## src/rtl/pipe_pkg.sv

```systemverilog
// pipe_pkg: shared instruction-class encodings and pipeline constants
package pipe_pkg;
    typedef enum logic [1:0] {
        CLS_ALU  = 2'b00,
        CLS_LOAD = 2'b01,
        CLS_MUL  = 2'b10,
        CLS_RSV  = 2'b11
    } instr_cls_e;
    localparam int LOAD_LAT = 1;
    localparam int MUL_LAT_DEF = 4;
    localparam int REG_W = 5;
endpackage

```

## src/rtl/hazard_stall_unit_if.sv

```systemverilog
// hazard_stall_unit_if: ID-stage issue request and stall/debug response bundle
interface hazard_stall_unit_if #(parameter int PERF_W = 16);
    import pipe_pkg::*;
    logic id_valid;
    logic [REG_W-1:0] id_rsA;
    logic [REG_W-1:0] id_rsB;
    logic id_rsA_used;
    logic id_rsB_used;
    logic [REG_W-1:0] id_rd;
    logic id_RegWrite;
    logic [1:0] id_class;
    logic stall;
    logic bubble;
    logic [31:0] pending_mask;
    logic [PERF_W-1:0] stall_count;
    modport master(
        output id_valid, id_rsA, id_rsB, id_rsA_used, id_rsB_used, id_rd, id_RegWrite, id_class,
        input stall, bubble, pending_mask, stall_count
    );
    modport slave(
        input id_valid, id_rsA, id_rsB, id_rsA_used, id_rsB_used, id_rd, id_RegWrite, id_class,
        output stall, bubble, pending_mask, stall_count
    );
endinterface

```

## src/rtl/sb_counter.sv

```systemverilog
// sb_counter: countdown that stops at zero, with load taking priority over decrement
module sb_counter #(parameter int W = 3) (
    input  logic         clk,
    input  logic         rst,
    input  logic         load,
    input  logic [W-1:0] val,
    output logic [W-1:0] cnt
);
    // load wins; otherwise count down toward zero and stay there
    always_ff @(posedge clk)
        if (rst) cnt <= '0;
        else if (load) cnt <= val;
        else if (cnt != '0) cnt <= cnt - 1'b1;
endmodule

```

## src/rtl/hazard_stall_unit.sv

```systemverilog
// hazard_stall_unit: ID-stage scoreboard that stalls issue until operands are forwardable
module hazard_stall_unit import pipe_pkg::*; #(
    parameter int MUL_LAT = MUL_LAT_DEF,
    parameter int CNT_W = 3,
    parameter int PERF_W = 16
) (
    input logic clk,
    input logic rst,
    hazard_stall_unit_if.slave bus
);
    logic [CNT_W-1:0] cnt [32];
    logic [CNT_W-1:0] mul_busy;
    logic [CNT_W-1:0] issue_lat;
    logic [PERF_W-1:0] count;
    logic [31:0] pm;
    logic raw_a, raw_b, waw, mulb, stall, issue, is_mul;

    function automatic logic [CNT_W-1:0] lat(input logic [1:0] c);
        return c == CLS_LOAD ? CNT_W'(LOAD_LAT) : c == CLS_MUL ? CNT_W'(MUL_LAT - 1) : '0;
    endfunction

    assign cnt[0] = '0;
    assign is_mul = bus.id_class == CLS_MUL;
    assign issue_lat = lat(bus.id_class);

    // hazard detection; reset masks any stale scoreboard state
    always_comb begin
        raw_a = bus.id_rsA_used && bus.id_rsA != '0 && cnt[bus.id_rsA] != '0;
        raw_b = bus.id_rsB_used && bus.id_rsB != '0 && cnt[bus.id_rsB] != '0;
        waw = bus.id_RegWrite && bus.id_rd != '0 && cnt[bus.id_rd] > issue_lat;
        mulb = is_mul && mul_busy != '0;
        stall = !rst && bus.id_valid && (raw_a || raw_b || waw || mulb);
        issue = !rst && bus.id_valid && !stall;
    end

    genvar i;
    for (i = 1; i < 32; i++) begin : g_cnt
        sb_counter #(.W(CNT_W)) u_cnt (
            .clk(clk),
            .rst(rst),
            .load(issue && bus.id_RegWrite && bus.id_rd == REG_W'(i)),
            .val(issue_lat),
            .cnt(cnt[i])
        );
    end

    sb_counter #(.W(CNT_W)) u_mul (
        .clk(clk),
        .rst(rst),
        .load(issue && is_mul),
        .val(CNT_W'(MUL_LAT - 1)),
        .cnt(mul_busy)
    );

    // debug view of which registers still have an outstanding writer
    always_comb begin
        pm = '0;
        for (int r = 1; r < 32; r++) pm[r] = !rst && cnt[r] != '0;
    end

    // saturating performance counter of stall cycles
    always_ff @(posedge clk)
        if (rst) count <= '0;
        else if (stall && !(&count)) count <= count + 1'b1;

    assign bus.stall = stall;
    assign bus.bubble = stall;
    assign bus.pending_mask = pm;
    assign bus.stall_count = count;
endmodule

```

## src/flat_wrapper.sv

```systemverilog
// flat-port wrapper written by rule: the top's interface ports become plain ports
module hazard_stall_unit_flat import pipe_pkg::*;
#(
    parameter int MUL_LAT = MUL_LAT_DEF,
    parameter int CNT_W = 3,
    parameter int PERF_W = 16
)
  (clk, rst, bus_id_valid, bus_id_rsA, bus_id_rsB, bus_id_rsA_used, bus_id_rsB_used, bus_id_rd, bus_id_RegWrite, bus_id_class, bus_stall, bus_bubble, bus_pending_mask, bus_stall_count);
  hazard_stall_unit_if #(.PERF_W(PERF_W)) bus_i ();
  input logic clk;
  input logic rst;
  input wire logic [$bits(bus_i.id_valid)-1:0] bus_id_valid;
  input wire logic [$bits(bus_i.id_rsA)-1:0] bus_id_rsA;
  input wire logic [$bits(bus_i.id_rsB)-1:0] bus_id_rsB;
  input wire logic [$bits(bus_i.id_rsA_used)-1:0] bus_id_rsA_used;
  input wire logic [$bits(bus_i.id_rsB_used)-1:0] bus_id_rsB_used;
  input wire logic [$bits(bus_i.id_rd)-1:0] bus_id_rd;
  input wire logic [$bits(bus_i.id_RegWrite)-1:0] bus_id_RegWrite;
  input wire logic [$bits(bus_i.id_class)-1:0] bus_id_class;
  output wire logic [$bits(bus_i.stall)-1:0] bus_stall;
  output wire logic [$bits(bus_i.bubble)-1:0] bus_bubble;
  output wire logic [$bits(bus_i.pending_mask)-1:0] bus_pending_mask;
  output wire logic [$bits(bus_i.stall_count)-1:0] bus_stall_count;
  assign bus_i.id_valid = bus_id_valid;
  assign bus_i.id_rsA = bus_id_rsA;
  assign bus_i.id_rsB = bus_id_rsB;
  assign bus_i.id_rsA_used = bus_id_rsA_used;
  assign bus_i.id_rsB_used = bus_id_rsB_used;
  assign bus_i.id_rd = bus_id_rd;
  assign bus_i.id_RegWrite = bus_id_RegWrite;
  assign bus_i.id_class = bus_id_class;
  assign bus_stall = bus_i.stall;
  assign bus_bubble = bus_i.bubble;
  assign bus_pending_mask = bus_i.pending_mask;
  assign bus_stall_count = bus_i.stall_count;
  hazard_stall_unit #(.MUL_LAT(MUL_LAT), .CNT_W(CNT_W), .PERF_W(PERF_W)) u_core (.clk(clk), .rst(rst), .bus(bus_i));
endmodule
```

## config.mk

```make
export PLATFORM = sky130hd
export DESIGN_NAME = hazard_stall_unit_flat
export DESIGN_NICKNAME = d
export VERILOG_FILES = /design/src/rtl/pipe_pkg.sv /design/src/rtl/hazard_stall_unit_if.sv /design/src/rtl/sb_counter.sv /design/src/rtl/hazard_stall_unit.sv /design/src/flat_wrapper.sv
export SDC_FILE = /design/constraint.sdc
export NUM_CORES = 1
export LEC_CHECK = 0
export CAP_MARGIN = 0
export CORE_ASPECT_RATIO = 0.9
export CORE_MARGIN = 2
export CORE_UTILIZATION = 61
export CTS_BUF_LIST = sky130_fd_sc_hd__clkbuf_8
export CTS_CLUSTER_DIAMETER = 200
export DETAILED_ROUTE_END_ITERATION = 7
export DONT_BUFFER_PORTS = 1
export PLACE_DENSITY = 0.77
export RECOVER_POWER = 25
export SLEW_MARGIN = 15
export SYNTH_ARGS = -nofsm -noshare
export SYNTH_HDL_FRONTEND = slang
export SYNTH_HIERARCHICAL = 1
export SYNTH_SLANG_ARGS = --single-unit
```

## constraint.sdc

```tcl
create_clock -name clk -period 8.2 [get_ports clk]
set_clock_uncertainty 0.15 [all_clocks]
set_input_delay 2.46 -clock clk [delete_from_list [all_inputs] [get_ports clk]]
set_output_delay 2.46 -clock clk [all_outputs]
set_load 0.02 [all_outputs]
```

# ---- Word-level counts from Yosys, hierarchy flattened
# Cells that the tools add are included.
dict set report word_totals {
  register_bits 112
  in_bits 23
  output_inout_bits 50
  wordCells 334
}
dict set report op_classes {
  add_sub_neg 33
  order_cmp 4
  eq_ne 33
  muxes 75
  bitwise 3
  reduce_logical 152
}
# op count
set ops {}
lappend ops {{two-way mux 3 bit} 69}
lappend ops {{nonzero test 3 bit} 34}
lappend ops {{subtractor 3 x 1 -> 3 bit, second input constant} 32}
lappend ops {{equality test 5 bit, second input constant} 16}
lappend ops {{logical AND 1 bit} 75}
lappend ops {{nonzero test 2 bit} 32}
lappend ops {{binary-select mux 3 bit (select 5 bit)} 3}
lappend ops {{equality test 5 x 4 -> 1 bit, second input constant} 8}
lappend ops {{equality test 5 x 3 -> 1 bit, second input constant} 4}
lappend ops {{>= comparator 6 bit, second input constant} 3}
lappend ops {{inverter 5 -> 6 bit} 3}
lappend ops {{adder 16 x 1 -> 16 bit, second input constant} 1}
lappend ops {{AND reduction 16 bit} 1}
lappend ops {{nonzero test 5 bit} 3}
lappend ops {{equality test 5 x 2 -> 1 bit, second input constant} 2}
lappend ops {{two-way mux 2 bit} 3}
lappend ops {{equality test 5 x 1 -> 1 bit, second input constant} 1}
lappend ops {{> comparator 3 bit} 1}
lappend ops {{logical NOT 1 bit} 3}
lappend ops {{logical OR 1 bit} 3}
lappend ops {{equality test 2 x 1 -> 1 bit, second input constant} 1}
lappend ops {{equality test 2 bit, second input constant} 1}
lappend ops {{OR reduction 2 bit} 1}

# ---- Depth between registers and ports, before layout
# Gate-level depths: netlist of run 1.
dict set report depth {
  depth_word 15
  ltp_mapped 21
  mapped_depth_nobuf 16
}

# ---- Modules after synthesis
# The synthesis of run 1 kept the hierarchy.
# module instances cells_each area_per_inst_um2 seq_area_each_um2
set modules_own_cells {}
lappend modules_own_cells {sb_counter 32 21 202.7 60.1}
lappend modules_own_cells {hazard_stall_unit 1 416 3181.8 320.3}

# ---- Least setup slack after synthesis of run 1
# No wires, ideal clock.
dict set report synth_path {
  kind {input -> output}
  startpoint {input port bus_id_rd[0]}
  endpoint {output port bus_stall}
  t_arrival_ns 6.082
  required_time_ns 5.590
  slack_ns -0.492
  stages 16
  path_buffers 6
  path_cell_list {buf_6 > buf_1 > buf_2 > mux4_2 > mux4_2 > mux2i_1 > ha_1 > nand2_1 > o21ai_0 > nand2_1 > a211oi_2 > o211a_4 > buf_12 > buf_6 > nor2_1 > buf_4}
}
dict set report synth_between {
  elab_chain_cells 9
  word_cells_on_any_way 11
  classes_between {1 x order compare; 3 x mux; 1 x bitwise; 6 x reduce/logical}
}
# item line_no
set synth_lines {}
lappend synth_lines {{start, declared} flat_wrapper.sv:17} ;# input wire logic [$bits(bus_i.id_rd)-1:0] bus_id_rd;
lappend synth_lines {{inverter 5 -> 6 bit (implied by the code)} hazard_stall_unit.sv:30} ;# waw = bus.id_RegWrite && bus.id_rd != '0 && cnt[bus.id_rd] > issue_lat;
lappend synth_lines {{binary-select mux 3 bit (select 5 bit)} hazard_stall_unit.sv:30}
lappend synth_lines {{two-way mux 3 bit (implied by the code) (2 in a row)} hazard_stall_unit.sv:30}
lappend synth_lines {{> comparator 3 bit} hazard_stall_unit.sv:30}
lappend synth_lines {{logical AND 1 bit (*)} hazard_stall_unit.sv:30}
lappend synth_lines {{logical OR 1 bit (*) (2 in a row)} hazard_stall_unit.sv:32} ;# stall = !rst && bus.id_valid && (raw_a || raw_b || waw || mulb);
lappend synth_lines {{logical AND 1 bit (*)} hazard_stall_unit.sv:32}
lappend synth_lines {{end, declared} flat_wrapper.sv:20} ;# output wire logic [$bits(bus_i.stall)-1:0] bus_stall;
# Mark *: on every way between the ends. The rest lies on a longest branch, timed or not. The select of a mux whose other input is x is not followed.

# ---- Worst setup path after layout of run 1
# Same ends and word-level chain as after synthesis.

==> results of run 1 <==
[stage by stage]
stage,hold WS [ns],std cells,area [um^2],util [%],total power [mW]
5_1_grt,0.472,1312,10100,65.5,3.53
2_1_floorplan,0.414,1121,9800,-,2.47
3_5_place_dp,0.429,1296,9880,64.0,2.87
4_1_cts,0.449,1312,10100,65.5,3.26
6_report,0.458,1312,10100,65.5,3.29
3_3_place_gp,0.425,1296,9880,64.0,2.82
[kinds of logic after synthesis]
family / after synthesis / synth area share, %
other: 2 / 0.0777
AO/OA/AOI/OAI: 171 / 17.4
buffers and inverters: 142 / 6.30
AND/OR/NAND/NOR: 546 / 35.9
adder cells (fa/ha/maj): 68 / 8.80
multiplexers: 47 / 8.41
flip-flops: 112 / 23.2
[routing by layer]
layer  wire [um]  global-route usage [%]  share of wire, %
met2       11500                    47.0                46
met4         884                    11.9               3.5
met3        1700                    5.99               6.8
met5           0                       0                 0
met1       11000                    40.1                44
[critical path: cells and delay by family]
family	cells	cell delay, ns
adder cells (fa/ha/maj)	1	0.29
multiplexers	1	0.48
AO/OA/AOI/OAI	7	1.08
AND/OR/NAND/NOR	3	0.63
[worst paths after layout]
check | from | end | slack (ns) | cells past startpoint
setup / recovery | bus_id_rd[0] | bus_stall | 0.65 | 12
hold reg to reg | u_core/bus.stall_count[10] | u_core/bus.stall_count[10] | 0.46 | 2
hold / removal | u_core/bus.stall_count[10] | u_core/bus.stall_count[10] | 0.46 | 2
setup reg to reg | u_core/g_cnt[10].u_cnt/cnt[1] | u_core/g_cnt[31].u_cnt/cnt[0] | 2.36 | 16
[state kept, by name (all words and copies together), names as in the netlist]
| signal | cells |
|---|---|
| u_core/u_mul/cnt | 3 |
| u_core/bus.stall_count | 16 |
| u_core/g_cnt.u_cnt/cnt | 93 |
[layout make-up]
class | instances | area (um^2) | area share, %
clock buffers | 9 | 124 | 1.23
multi-input cells | 867 | 6940 | 68.7
inverters | 111 | 417 | 4.12
repair buffers | 4 | 26.3 | 0.260
clock inverters | 7 | 103 | 1.02
flip-flops and latches | 112 | 2240 | 22.2
well taps | 202 | 253 | 2.50
[cells in the final DEF (no fill, tap or decap), types with 3 or more instances in the layout]
cell type  instances
a2111oi_1         64
a211oi_1           8
a21oi_1           14
a311oi_2          32
and2_1             3
and3_1             5
buf_4              3
clkbuf_8           9
conb_1            35
dfxtp_1          112
ha_1              68
inv_1            110
mux2_2             7
mux2i_1           13
mux4_2            24
nand2_1           23
nand2b_1          35
nand3_1           16
nand4_1            7
nor2_1            80
nor2b_1          171
nor3_1            37
nor4_1            11
nor4b_1           67
o211ai_1           4
o21ai_0           12
o311ai_0           4
o31ai_1            4
o41ai_1            5
or2b_1            32
or3_1              7
or3b_1            33
or4_1              5
[where the power goes]
part / leakage [nW] / internal, mW / switching (mW) / total, mW
combinational: 2.59 / 0.886 / 0.907 / 1.79
clock: 0.110 / 0.176 / 0.214 / 0.390
sequential: 0.927 / 0.758 / 0.346 / 1.10
total: 3.63 / 1.82 / 1.47 / 3.29
==> results.md, run 1 <==
- Status: complete, but fails checks
- Failing checks: max-capacitance violations, max-slew violations
- Pwr dens: 325 nW/um^2
- Mapped cell area: 9670 um^2
- Pins over their slew limit: 32
- Vias in the first global route: 7642
- Crit-path max FO: 28
- DR vias/cell: 6.45
- Top FF cell, synth: dfxtp_1
- IO Pins: 73
- Initial Util: 62.6%
- Pin count of the biggest net entering global routing: 142
- WP data required: 5.59 ns
- CP Class: in -> out
- RSZ-0062 raised after global routing: no
- Top cells by count, synth: 171 x nor2b_1, 112 x dfxtp_1, 110 x inv_1, 81 x nor2_1, 68 x ha_1
- Count leader, synth: nor2b_1
- DR vias: 8467
- Synth Instances: 1088
- Seq cells post-synth: 112
- CTS Buf Count: 9
- Leak pwr: 3.63 nW
- Max Clock Freq: 132 MHz
- Rel. slew slack: -2.49%
- Setup crit end kind: primary output
- Dpl hpwl: 18000 um
- Most common cell on crit path: a21oi_1
- Clock Tree Buf Depth: 2
- DRT Pass-1 Iters: 5
- Aggregate routed wire length: 25100 um
- Worst Tran Pin Value: 1.54 ns
- Post-synth EDFFs: 0
- Synth-to-layout area growth: 4.54%
- Hold WC Path Type: reg -> reg
- Finish-stage setup viols: 0
- Critical path's largest stage delay: 0.48 ns
- Pre-CTS WS: 0.693 ns
- Fin crit period: 7.55 ns
- ANT cells: 0
- Worst path slowest cell: mux4_2
- Layout fillers: 1329
- Syn Area/Cell: 8.89 um^2
- CP Cell Sequence: mux4_2, a221oi_1, a21oi_1, a211oi_1, a21oi_1, ha_1, nor2b_1, o21ai_0, nand2_1, a211oi_2, o211a_4, nor2_2
- Post-route ant nets: 0
- H-tree Lvls: 3
- Starting DRT DRC Count: 652
- Final Hold Viols: 0
- Placer congestion estimate: 0.939
- Buffers added on ports: 0
- Initial antenna violation count: 0
- Clock slew at reported path FFs: 0.12 ns
- Post-CTS setup buffers: 0
- Worst setup SP type: input pin
- Die Y: 123 um
- Syn. warnings: 6
- Top post-synthesis cells by area: dfxtp_1 23%, nor2b_1 11%, ha_1 8.8%
- GRT overflow: 0
- Leading area contributor after synthesis: dfxtp_1
- Register area share after synthesis: 23.2%
- Setup_tns: 0 ns
- Root Driver: clkbuf_8
- Post-CTS Hold Buffers: 0
- CTS tree: yes
- First-pass GRT wire length: 39400 um
- Core area: 15400 um^2
- Clk_lat worst skew: 0.41 ns
- Share of layout cells above drive strength 1: 8.65%
- WL per Instance: 19.1 um
- Async S/R FF share, synth: 0%
- Peak supply drop: 0.237 mV
- Yosys top cell area share: 23.2%
- Fin worst setup slack: 0.646 ns
- Residual DRC: 0
- Rows: 43
- Post-synth cell types: 70
- MaxCap Viol Count: 1
- CTS resizes: 0
- WP data arrival: 4.94 ns
- Total GRT Usage: 29.8%
- Nets: 1196
- Period utilization: 92.1%
- Die width: 137 um
- Sink Count: 112
- Die area: 16900 um^2
(Power assumes the default switching activity.)
==> inputs of run 2 (changes only) <==
SYNTH_HIERARCHICAL = default   (was 1)
==> run 2 against run 1 <==
The flow now finishes without violations. Clock power is 18% lower. Via count is 9.7% lower. Maximum frequency is 4.5% lower. Register-to-register slack better by 1.5 ns. Critical path depth is 3 lower. Wire length is 5.7% lower. Critical path type unchanged. Largest cell class unchanged. Largest power group unchanged.
==> results.md, run 2 <==
- Final Hold Viols: 0
- MaxCap Viol Count: 0
- Peak supply drop: 0.234 mV
- Clock Tree Buf Depth: 2
- Placer congestion estimate: 0.953
- Hold Path Origin: u_core.u_mul.cnt[2]
- DR vias/cell: 6.42
- Reg2reg setup slack: 3.87 ns
- CTS Buf Count: 9
- Top cells by count, synth: 112 x dfxtp_1, 103 x nor2_1, 75 x inv_1, 68 x ha_1
- Dpl cell area: 8690 um^2
- ANT cells: 0
- First-pass GRT wire length: 37700 um
- Count leader, synth: dfxtp_1
- WL per Instance: 19.9 um
- Hold WC Path Type: reg -> reg
- GRT overflow: 0
- Pre-CTS WS: 0.394 ns
- Post-CTS setup buffers: 0
- DR vias: 7642
- Synthesized Nets: 1126
- Syn. warnings: 0
- Final instance area: 8870 um^2
- Rel. slew slack: 28.0%
- Crit path max-delay family: multiplexers
- CP Class: in -> out
- Post-synth EDFFs: 0
- Worst Tran Pin Value: 1.07 ns
- Overall Power: 3.09 mW
- Leak pwr: 3.56 nW
- Fin worst setup slack: 0.289 ns
- Clock slew at reported path FFs: 0.11 ns
- Worst setup SP type: input pin
- Syn Area/Cell: 8.41 um^2
- CTS tree: yes
- Vias in the first global route: 7017
- Setup_tns: 0 ns
- Register area share after synthesis: 25.8%
- Pwr dens: 348 nW/um^2
- Rows: 41
- IO Pins: 73
- Total GRT Usage: 31.5%
- Synth Instances: 1035
- Async S/R FF share, synth: 0%
- CTS resizes: 0
- Nets: 1084
- Max reg flops: 93
- Most flop-heavy register: u_core.g_cnt.u_cnt.cnt
- Die area: 15200 um^2
- Post-route ant nets: 0
- Most common cell on crit path: mux4_2
- Aggregate routed wire length: 23700 um
- Max Clock Freq: 126 MHz
- Critical path's largest stage delay: 0.53 ns
- Root Driver: clkbuf_8
- Cell count of the worst hold path: 2
- Yosys top cell area share: 25.8%
- Share of layout cells above drive strength 1: 7.01%
- Clk_lat worst skew: 0.40 ns
- DRT Pass-1 Iters: 5
- Commonest non-fill, non-tap cells in the layout: 112 x dfxtp_1, 103 x nor2_1, 77 x inv_1
- Synth-to-layout area growth: 1.82%
- WP data required: 5.59 ns
- Die width: 130 um
- Top post-synthesis cells by area: dfxtp_1 26%, ha_1 9.8%, mux4_2 7.2%
- R2R depth: 11
- Leading area contributor after synthesis: dfxtp_1
- Finish-stage setup viols: 0
- Hold WS: 0.377 ns
- Status: finished clean
- Fin crit period: 7.91 ns
- WHS Endpoint: u_core.u_mul.cnt[2]
- Pin count of the biggest net entering global routing: 131
- RSZ-0062 raised after global routing: no
- Core area: 14000 um^2
- WP data arrival: 5.30 ns
- Commonest non-fill, non-tap cell in the layout: dfxtp_1
- H-tree Lvls: 3
- Post-CTS Hold Buffers: 0
- Worst Path Buf+Inv: 0
- Crit Reg-Reg Startpoint: u_core.g_cnt[23].u_cnt.cnt[1]
- Die Y: 117 um
- Seq cells post-synth: 112
- Worst R2R End: u_core.g_cnt[20].u_cnt.cnt[0]
- Period utilization: 96.5%
- Mapped cell area: 8710 um^2
- Post-synth cell types: 76
- Layout fillers: 1215
- Sink Count: 112
- Worst path slowest cell: a41oi_4
- Dpl hpwl: 17400 um
- Residual DRC: 0
- CP Cell Sequence: mux4_2, mux4_2, mux2_2, ha_1, nor2b_1, o21ai_0, o221a_2, and3_1, a41oi_4
- Initial Util: 62.2%
- Initial antenna violation count: 0
- Starting DRT DRC Count: 915
- Buffers added on ports: 0
- Pins over their slew limit: 0
- Crit-path max FO: 35
- Setup crit end kind: primary output
- Top FF cell, synth: dfxtp_1
## run 2: through the flow
stage | utilization [%] | std cells
6_report | 63.3 | 1191
5_1_grt | 63.3 | 1191
4_1_cts | 63.3 | 1191
3_5_place_dp | 62.1 | 1175
3_3_place_gp | 62.1 | 1175
2_1_floorplan | - | 1035
## run 2: cell families after synthesis
family                     after synthesis  share of synthesized area (%)
other                                    1                         0.0431
DFF                                    112                           25.8
xor gates and xnor gates                62                           6.24
AOI/OAI and AO/OA                      169                           12.6
adders and majority gates               68                           9.77
muxes                                   81                           13.5
buffers and inverters                  134                           6.70
and+or+nand+nor                        408                           25.4
## run 2: worst max-delay path by stage
stage                             from         to  slack, ns  depth (start not counted)
after floorplan           bus_id_rd[0]  bus_stall      0.004                         14
after global placement    bus_id_rd[0]  bus_stall       0.43                          9
after detailed placement  bus_id_rd[0]  bus_stall       0.39                          9
after CTS                 bus_id_rd[0]  bus_stall       0.39                          9
after global routing      bus_id_rd[0]  bus_stall       0.20                          9
final                     bus_id_rd[0]  bus_stall       0.29                          9
## run 2: report_power, final
part           internal, mW  total [mW]  switching [mW]
clock                 0.120       0.321           0.200
sequential            0.751        1.07           0.317
combinational         0.766        1.70           0.932
## run 2: tightest hold or removal path: cells and delay by family, from the launching register on
kind / cells / cell delay [ns]
AND/OR/NAND/NOR: 1 / 0.04
flip-flops: 1 / 0.34
AO/OA/AOI/OAI: 1 / 0.12
## run 2: layout make-up
class                   instances  area, um^2  area share, %
clock buffers                  10         138           1.55
clock inverters                 6        42.5          0.480
inverters                      76         288           3.25
multi-input cells             789        5880           66.3
flip-flops and latches        112        2240           25.3
well taps                     193         241           2.72
repair buffers                  5        37.5          0.423
## run 2: per-layer routing
metal	up-vias	global-route usage, %	wire [um]
li1	3641	-	-
met1	3570	43.6	10100
met2	383	46.3	10300
met5	-	0	0
met4	0	11.0	636
met3	48	9.72	2690
==> inputs of run 3 (changes only) <==
CORE_UTILIZATION = 65   (was 61)
PLACE_DENSITY = 0.78   (was 0.77)
SLEW_MARGIN = default   (was 15)
clock period = 9.2 ns   (was 8.2 ns; I/O delays follow)
==> run 3 against run 2 <==
Combinational power is 11% lower. Setup slack improved by 0.43 ns. Cell count decreased by 2.4%. Largest cell class unchanged. Register-to-register slack better by 0.87 ns. Critical path type unchanged. Sequential share of layout area is 0.19 points higher. Sequential power shrank 10%. Hold slack improved by 0.0081 ns. Flip-flop and latch count is the same. First-iteration DRC count increased by 9.0%.
==> results.md, run 3 (synthesized netlist as in run 2, its figures left out) <==
- Status: finished clean
- Worst Path Buf+Inv: 0
- Buffers added on ports: 0
- Setup crit end kind: primary output
- Post-CTS Hold Buffers: 0
- Met2 WL: 10000 um
- Setup_tns: 0 ns
- Clock Tree Buf Depth: 2
- First-pass GRT wire length: 37600 um
- Rel. slew slack: 25.2%
- Clk_lat worst skew: 0.41 ns
- CTS tree: yes
- Dpl cell area: 8640 um^2
- Period utilization: 92.1%
- DR vias: 7649
- Most common cell on crit path: mux4_2
- Root Driver: clkbuf_8
- DRT Pass-1 Iters: 5
- Crit Reg-Reg Startpoint: u_core.g_cnt[7].u_cnt.cnt[1]
- Total GRT Usage: 33.0%
- Worst path slowest cell: mux4_2
- Die width: 126 um
- Critical path's largest stage delay: 0.50 ns
- RSZ-0062 raised after global routing: no
- WP data arrival: 5.57 ns
- DRT met1 WL: 9880 um
- CP Cell Sequence: mux4_2, mux4_2, mux2_2, ha_1, nor2b_1, o21ai_0, o221a_2, and3_1, a41oi_4
- Sink Count: 112
- Die area: 14300 um^2
- Finish-stage setup viols: 0
- ANT cells: 0
- Starting DRT DRC Count: 997
- IO Pins: 73
- Dpl hpwl: 17000 um
- Clk pwr share: 10.1%
- Pins over their slew limit: 0
- Worst Tran Pin Value: 1.11 ns
- Final instance area: 8800 um^2
- Max reg flops: 93
- Worst setup path startpoint: bus_id_rd[0]
- Nets: 1082
- Commonest non-fill, non-tap cells in the layout: 112 x dfxtp_1, 103 x nor2_1, 76 x inv_1
- H-tree Lvls: 3
- Sw Share: 47.2%
- Commonest non-fill, non-tap cell in the layout: dfxtp_1
- WP data required: 6.29 ns
- Share of layout cells above drive strength 1: 6.63%
- Met3 wire len: 2850 um
- Leak pwr: 3.54 nW
- Crit-path max FO: 35
- Internal power: 1.45 mW
- Final Hold Viols: 0
- Fin crit period: 8.48 ns
- Synth-to-layout area growth: 1.05%
- Layout fillers: 1147
- Post-CTS setup buffers: 0
- WL per Instance: 20.1 um
- MaxCap Viol Count: 0
- Rows: 40
- Most flop-heavy register: u_core.g_cnt.u_cnt.cnt
- Vias in the first global route: 7027
- Pin count of the biggest net entering global routing: 131
- Reg2reg setup slack: 4.74 ns
- Clock slew at reported path FFs: 0.09 ns
- Hold Path Origin: u_core.u_mul.cnt[2]
- Post-route ant nets: 0
- Crit path max-delay family: multiplexers
- Comb pwr share: 55.0%
- Max Clock Freq: 118 MHz
- Highest metal used: met5
- CTS Buf Count: 9
- Die Y: 114 um
- Share of power burned in registers: 34.8%
- Aggregate routed wire length: 23400 um
- CP Class: in -> out
- Hold WC Path Type: reg -> reg
- Pwr dens: 313 nW/um^2
- Core area: 13200 um^2
- Placer congestion estimate: 1.02
- Peak supply drop: 0.197 mV
- GRT overflow: 0
- Net switching power figure: 1.30 mW
- Worst setup SP type: input pin
- Residual DRC: 0
- Initial antenna violation count: 2
- Initial Util: 65.9%
- CTS resizes: 0
- DR vias/cell: 6.58
run 3: power by group through the flow:
| stage | combinational, mW | clock, mW | sequential [mW] |
|---|---|---|---|
| after floorplan | 1.30 | 0 | 0.837 |
| after global placement | 1.45 | 0 | 0.952 |
| after detailed placement | 1.50 | 0 | 0.947 |
| after CTS | 1.51 | 0.285 | 0.937 |
| after global routing | 1.72 | 0.300 | 0.971 |
| final | 1.52 | 0.280 | 0.959 |
run 3: worst paths after layout:
check / to / depth (start not counted)
worst min-delay path: u_core.u_mul.cnt[2] / 2
worst min register to register: u_core.u_mul.cnt[2] / 2
worst max-delay path: bus_stall / 9
worst max register to register: u_core.g_cnt[25].u_cnt.cnt[0] / 11
run 3: stage by stage:
stage	total power, mW	cells	setup WS, ns	utilization [%]	hold slack [ns]
detailed placement	2.44	1148	0.861	65.4	0.356
finish	2.75	1163	0.724	66.6	0.385
floorplan	2.14	1035	0.179	-	0.321
global placement	2.40	1148	0.896	65.4	0.341
global route	2.99	1163	0.630	66.6	0.452
CTS	2.73	1163	0.845	66.7	0.378
run 3: final cells by class:
type,instances,area [um^2],share of cell area [%]
Multi-Input combinational cell,789,5870,66.7
Sequential cell,112,2240,25.5
Inverter,76,288,3.27
Tap cell,168,210,2.39
Clock buffer,10,138,1.56
Clock inverter,5,31.3,0.356
Timing Repair Buffer,3,18.8,0.213
run 3: layer usage:
metal / GRT usage [%] / vias to the layer above
met5: 0 / -
met4: 10.8 / 2
met2: 48.4 / 368
met1: 45.8 / 3607
li1: - / 3612
met3: 11.1 / 60
run 3: worst min-delay path, stage by stage (launching register included):
cell,delay [ns]
dfxtp_1,0.36
a21oi_1,0.07
nor2_1,0.07
